### src/rtl/arm_pkg.sv
// Shared types and defaults for the memory stage of the ARM pipeline.
package arm_pkg;

    localparam int unsigned ADDR_BASE_DEF = 1024;
    localparam int unsigned MEM_AW_DEF    = 6;

    typedef enum logic [1:0] {
        S_IDLE   = 2'd0,
        S_ACCESS = 2'd1,
        S_DONE   = 2'd2
    } mem_state_e;

    // One MEM/WB pipeline register slot.
    typedef struct packed {
        logic        wb_en;
        logic        mem_r_en;
        logic [3:0]  dest;
        logic [31:0] alu;
        logic [31:0] mem;
    } wb_bundle_t;

endpackage

### src/rtl/mem_wb_reg.sv
// MEM/WB output register; inserts a bubble (write-back and load flag cleared)
// while the memory stage is frozen.
module mem_wb_reg
    import arm_pkg::*;
(
    input  logic       clk,
    input  logic       rst,
    input  logic       freeze,
    input  wb_bundle_t d,
    output wb_bundle_t q
);

    wb_bundle_t q_d, q_q;

    always_comb begin
        q_d = d;
        if (freeze) begin
            q_d          = q_q;
            q_d.wb_en    = 1'b0;
            q_d.mem_r_en = 1'b0;
        end
    end

    always_ff @(posedge clk or negedge rst) begin
        if (!rst) q_q <= '0;
        else      q_q <= q_d;
    end

    assign q = q_q;

endmodule

### src/rtl/mem_stage.sv
// Memory stage: issues a held request/ack transaction to an external data
// memory, stalls the pipeline meanwhile, and registers results toward WB.
module mem_stage
    import arm_pkg::*;
#(
    parameter int unsigned ADDR_BASE = ADDR_BASE_DEF,
    parameter int unsigned MEM_AW    = MEM_AW_DEF
) (
    input  logic              clk,
    input  logic              rst,
    input  logic              MEM_R_EN,
    input  logic              MEM_W_EN,
    input  logic              WB_EN_in,
    input  logic [3:0]        Dest_in,
    input  logic [31:0]       ALU_result,
    input  logic [31:0]       Val_Rm,
    output logic              mem_req,
    output logic              mem_we,
    output logic [MEM_AW-1:0] mem_addr,
    output logic [31:0]       mem_wdata,
    input  logic [31:0]       mem_rdata,
    input  logic              mem_ack,
    output logic              freeze,
    output logic              WB_EN,
    output logic              MEM_R_EN_out,
    output logic [3:0]        Dest,
    output logic [31:0]       ALU_result_out,
    output logic [31:0]       MEM_result
);

    localparam logic [31:0] BASE = 32'(ADDR_BASE);

    mem_state_e        state_d, state_q;
    logic              we_d, we_q;
    logic [MEM_AW-1:0] addr_d, addr_q;
    logic [31:0]       wdata_d, wdata_q;
    logic [31:0]       rdata_d, rdata_q;

    logic [31:0] offset, word_off;
    logic        in_range, mem_op;

    assign offset   = ALU_result - BASE;
    assign word_off = offset >> 2;
    // Below the base the subtraction wraps, so the lower bound is checked separately.
    assign in_range = (ALU_result >= BASE) && (word_off < (32'd1 << MEM_AW));
    assign mem_op   = MEM_R_EN | MEM_W_EN;

    always_comb begin
        state_d = state_q;
        we_d    = we_q;
        addr_d  = addr_q;
        wdata_d = wdata_q;
        rdata_d = rdata_q;
        case (state_q)
            S_IDLE: begin
                if (mem_op) begin
                    we_d    = MEM_W_EN & ~MEM_R_EN;
                    addr_d  = word_off[MEM_AW-1:0];
                    wdata_d = Val_Rm;
                    rdata_d = '0;
                    state_d = in_range ? S_ACCESS : S_DONE;
                end
            end
            S_ACCESS: begin
                if (mem_ack) begin
                    state_d = S_DONE;
                    if (!we_q) rdata_d = mem_rdata;
                end
            end
            // Single release cycle: the frozen instruction leaves before it can re-issue.
            S_DONE:  state_d = S_IDLE;
            default: state_d = S_IDLE;
        endcase
    end

    always_ff @(posedge clk or negedge rst) begin
        if (!rst) begin
            state_q <= S_IDLE;
            we_q    <= 1'b0;
            addr_q  <= '0;
            wdata_q <= '0;
            rdata_q <= '0;
        end else begin
            state_q <= state_d;
            we_q    <= we_d;
            addr_q  <= addr_d;
            wdata_q <= wdata_d;
            rdata_q <= rdata_d;
        end
    end

    assign mem_req   = (state_q == S_ACCESS);
    assign mem_we    = mem_req & we_q;
    assign mem_addr  = addr_q;
    assign mem_wdata = wdata_q;
    assign freeze    = ((state_q == S_IDLE) & mem_op) | (state_q == S_ACCESS);

    wb_bundle_t wb_d, wb_q;

    always_comb begin
        wb_d          = '0;
        wb_d.wb_en    = WB_EN_in;
        wb_d.mem_r_en = MEM_R_EN;
        wb_d.dest     = Dest_in;
        wb_d.alu      = ALU_result;
        wb_d.mem      = rdata_q;
    end

    mem_wb_reg u_mem_wb_reg (
        .clk    (clk),
        .rst    (rst),
        .freeze (freeze),
        .d      (wb_d),
        .q      (wb_q)
    );

    assign WB_EN          = wb_q.wb_en;
    assign MEM_R_EN_out   = wb_q.mem_r_en;
    assign Dest           = wb_q.dest;
    assign ALU_result_out = wb_q.alu;
    assign MEM_result     = wb_q.mem;

endmodule

### config.mk
export PLATFORM = sky130hd
export DESIGN_NAME = mem_stage
export DESIGN_NICKNAME = d
export VERILOG_FILES = /design/src/rtl/arm_pkg.sv /design/src/rtl/mem_wb_reg.sv /design/src/rtl/mem_stage.sv
export SDC_FILE = /design/constraint.sdc
export NUM_CORES = 1
export LEC_CHECK = 0
export ABC_AREA = 1
export CORE_MARGIN = 1.5
export CORE_UTILIZATION = 48
export DETAILED_ROUTE_END_ITERATION = 10
export HOLD_SLACK_MARGIN = 0.02
export PLACE_DENSITY = 0.86
export SYNTH_ARGS = -nofsm -noshare
export SYNTH_HDL_FRONTEND = slang
export SYNTH_HIERARCHICAL = 1
export SYNTH_SLANG_ARGS = --single-unit
export TNS_END_PERCENT = 50
### constraint.sdc
create_clock -name clk -period 5.05 [get_ports clk]
set_clock_uncertainty 0.1 [all_clocks]
set_input_delay 0.7575 -clock clk [delete_from_list [all_inputs] [get_ports clk]]
set_output_delay 0.7575 -clock clk [all_outputs]
set_load 0.05 [all_outputs]
==> summary.txt <==
Detailed routing
  • Via/cell ratio: 4.976
  • Final ANT Viol Nets: 0
  • First DRT Iteration DRCs: 321
  • Vias: 5523
  • DRC violations left: 0
  • TritonRoute pass-1 iters: 4
  • Total routed wirelength: 16.39 mm
  • Wire per inst: 14.76 um

Clock tree
  • Worst-path clk slew: 0.06 ns
  • CTS tree: yes
  • H-Tree Depth: 4
  • CTS Hold Buffers Added: 0
  • CTS Buf Count: 17
  • CTS sink cnt: 143
  • CTS Buffer Depth: 2
  • # resized after CTS: 0
  • Clock Latency Late Sink: 0.41 ns
  • Clock Root Buffer: clkbuf_16
  • Post-CTS setup buffers: 0

Place
  • Dpl cells: 1080
  • Hpwl dp: 11.05 mm
  • Buffers on Ports: 216
  • DP Worst Slack: 1.361 ns
  • DP Area: 0.008294 mm2
  • Gpl congestion: 0.8548

Synth
  • Yosys warns: 6
  • Post-Syn Instances: 725
  • Netlist cell types: 22
  • Synthesized net count: 831
  • Register area share after synthesis: 59.03%
  • Cell Area, Synth: 0.006062 mm2
  • Syn Area/Cell: 8.361 um2
  • Yosys reg bits: 143

Global routing
  • Grt ovf: 0
  • Initial antenna violation count: 0
  • Vias in the first global route: 5378
  • Largest net degree at the start of global routing: 105
  • Global-route usage over all layers: 25.69%
  • First-pass GRT wire length: 26.45 mm

Run status
  • Outcome: finished, final reports clean

Floorplan
  • Die X: 115.4 um
  • Initial Util: 49.85%
  • Core ar.: 0.01216 mm2
  • Row count: 40
  • Die H: 115.4 um
  • IO Count: 217
  • Die ar.: 0.01331 mm2

Finish
  • Synth-to-Final Area Change: 46.23%
  • Final instance area: 0.008865 mm2
  • Nets: 1037
  • Layout Cells excl Fill: 1110
  • Ant diodes: 0
  • Share of cells above drive strength 1: 7.006%

Critical path
  • Critical path class: in2out
  • Crit path top cell by count: clkdlybuf4s50_1
  • Critical path fanouts, max: 42
  • Arr. time, crit path: 2.66 ns
  • Register-to-register setup slack: 2.03 ns
  • Crit-path cells: clkdlybuf4s50_1 -> o21ai_4 -> buf_4 -> nand2_2 -> clkdlybuf4s50_1
  • Crit path largest cell delay: 0.73 ns
  • Critical Path Source Type: primary input
  • WP data required: 4.19 ns
  • Critical Path End Type: output pin
  • Crit path max-delay cell type: clkdlybuf4s50_1

Flow run
  • Max-Cap Viols: 0

Power
  • P_leak: 4.461 nW
  • VDD IR max: 0.2323 mV
  • Power Dens Cells: 383.0 mW/mm2
  • Pwr Total: 3.395 mW

Timing
  • Setup TNS: 0 ns
  • Final hold vios: 0
  • Min Tclk post-route: 3.517 ns
  • Fmax: 284.4 MHz
  • Crit share post-route: 69.64%
  • Worst Max-Slew Pin Slew: 1.168 ns
  • Setup ws final: 1.533 ns
  • Worst rel slew slack: 22.02%
  • RSZ-0062 raised after global routing: no
  • Max Transition Viols Final: 0
  • Final setup vio count: 0

Hold path
  • Class of the worst hold path: in2async
-- worst max-delay path, delay by kind of cell --
kind / cells / cell delay [ns]
buf+inv: 3 / 1.64
compound gates: 1 / 0.16
simple gates: 1 / 0.09
-- layout make-up --
cell class | count | area [um2]
Clock inverter | 10 | 113.9
Timing Repair Buffer | 222 | 2208
Tap cell | 168 | 210.2
Fill cell | 933 | 3297
Clock buffer | 20 | 456.7
Sequential cell | 143 | 3578
Inverter | 23 | 86.33
Multi-Input combinational cell | 524 | 2211
-- routing by layer --
metal	GRT usage (%)	wire length, um	vias to the layer above
met5	0	0	-
met2	42.41	7895	232
li1	-	-	2662
met4	8.477	266	0
met1	32.63	6938	2602
met3	7.538	1288	27
-- cell usage after synthesis --
cell type	count	area [um2]
nor2_1	25	93.84
nand2_4	1	11.26
buf_2	13	65.06
nor2_4	7	78.83
o22ai_1	1	6.260
buf_4	1	7.510
nand2_1	389	1460
nand3_1	40	200.2
nand4_1	4	25.02
o21ai_1	2	10.01
inv_2	5	18.77
dfrtp_1	143	3578
nor2_2	10	62.56
clkbuf_1	15	56.30
nand2_2	2	12.51
nand3_2	1	10.01
o21ai_2	3	26.28
nand3b_1	3	22.52
o21ai_0	35	175.2
and2_1	1	6.260
inv_1	18	67.56
buf_6	6	67.56
-- registers in the layout (all words and copies together), names as in the netlist --
register,count
we_q,1
u_mem_wb_reg/q,70
mem_wdata,32
state_q,2
rdata_q,32
mem_addr,6
-- cells by family (layout without fill, tap and decap cells) --
logic type             Yosys count  after routing  share of synthesized area, %
AND/OR/NAND/NOR                483            483                         32.71
flip-flops                     143            143                         59.03
buffers and inverters           58            275                         4.664
AO/OA/AOI/OAI                   41             41                         3.592
-- power by group --
part	internal [mW]	switching, mW
logic	0.293	0.590
clock network	0.747	0.461
registers	1.25	0.0586
total	2.29	1.11
-- metrics by stage --
| stage | hold slack [ns] | utilization [%] |
|---|---|---|
| final | 0.3584 | 72.89 |
| after global placement | 0.3398 | 68.20 |
| after detailed placement | 0.3468 | 68.20 |
| after CTS | 0.3576 | 72.89 |
| after global routing | 0.3849 | 72.89 |
| after floorplan | 0.3356 | - |
-- cell usage in the layout (no fill, tap or decap), types with 5 or more instances in the layout --
master,synthesis,final
clkbuf_16,0,17
nor2_2,10,10
dfrtp_1,143,143
o21ai_0,35,35
nand3_1,40,40
buf_4,1,6
inv_2,5,5
nor2_4,7,7
nand2_1,389,388
inv_1,18,18
nor2_1,25,25
clkdlybuf4s50_1,0,215
-- final timing paths --
| check | start | endpoint | cells past startpoint |
|---|---|---|---|
| worst min register to register | rdata_q[17] | u_mem_wb_reg/q[17] | 2 |
| max in group asynchronous | rst | u_mem_wb_reg/q[35] | 2 |
| worst max-delay path | MEM_R_EN | freeze | 5 |
| worst min-delay path | rst | u_mem_wb_reg/q[54] | 1 |
| worst max register to register | state_q[1] | u_mem_wb_reg/q[20] | 9 |
| min in group clk | rdata_q[17] | u_mem_wb_reg/q[17] | 2 |
Note: power is estimated with default switching activity, not from simulation.
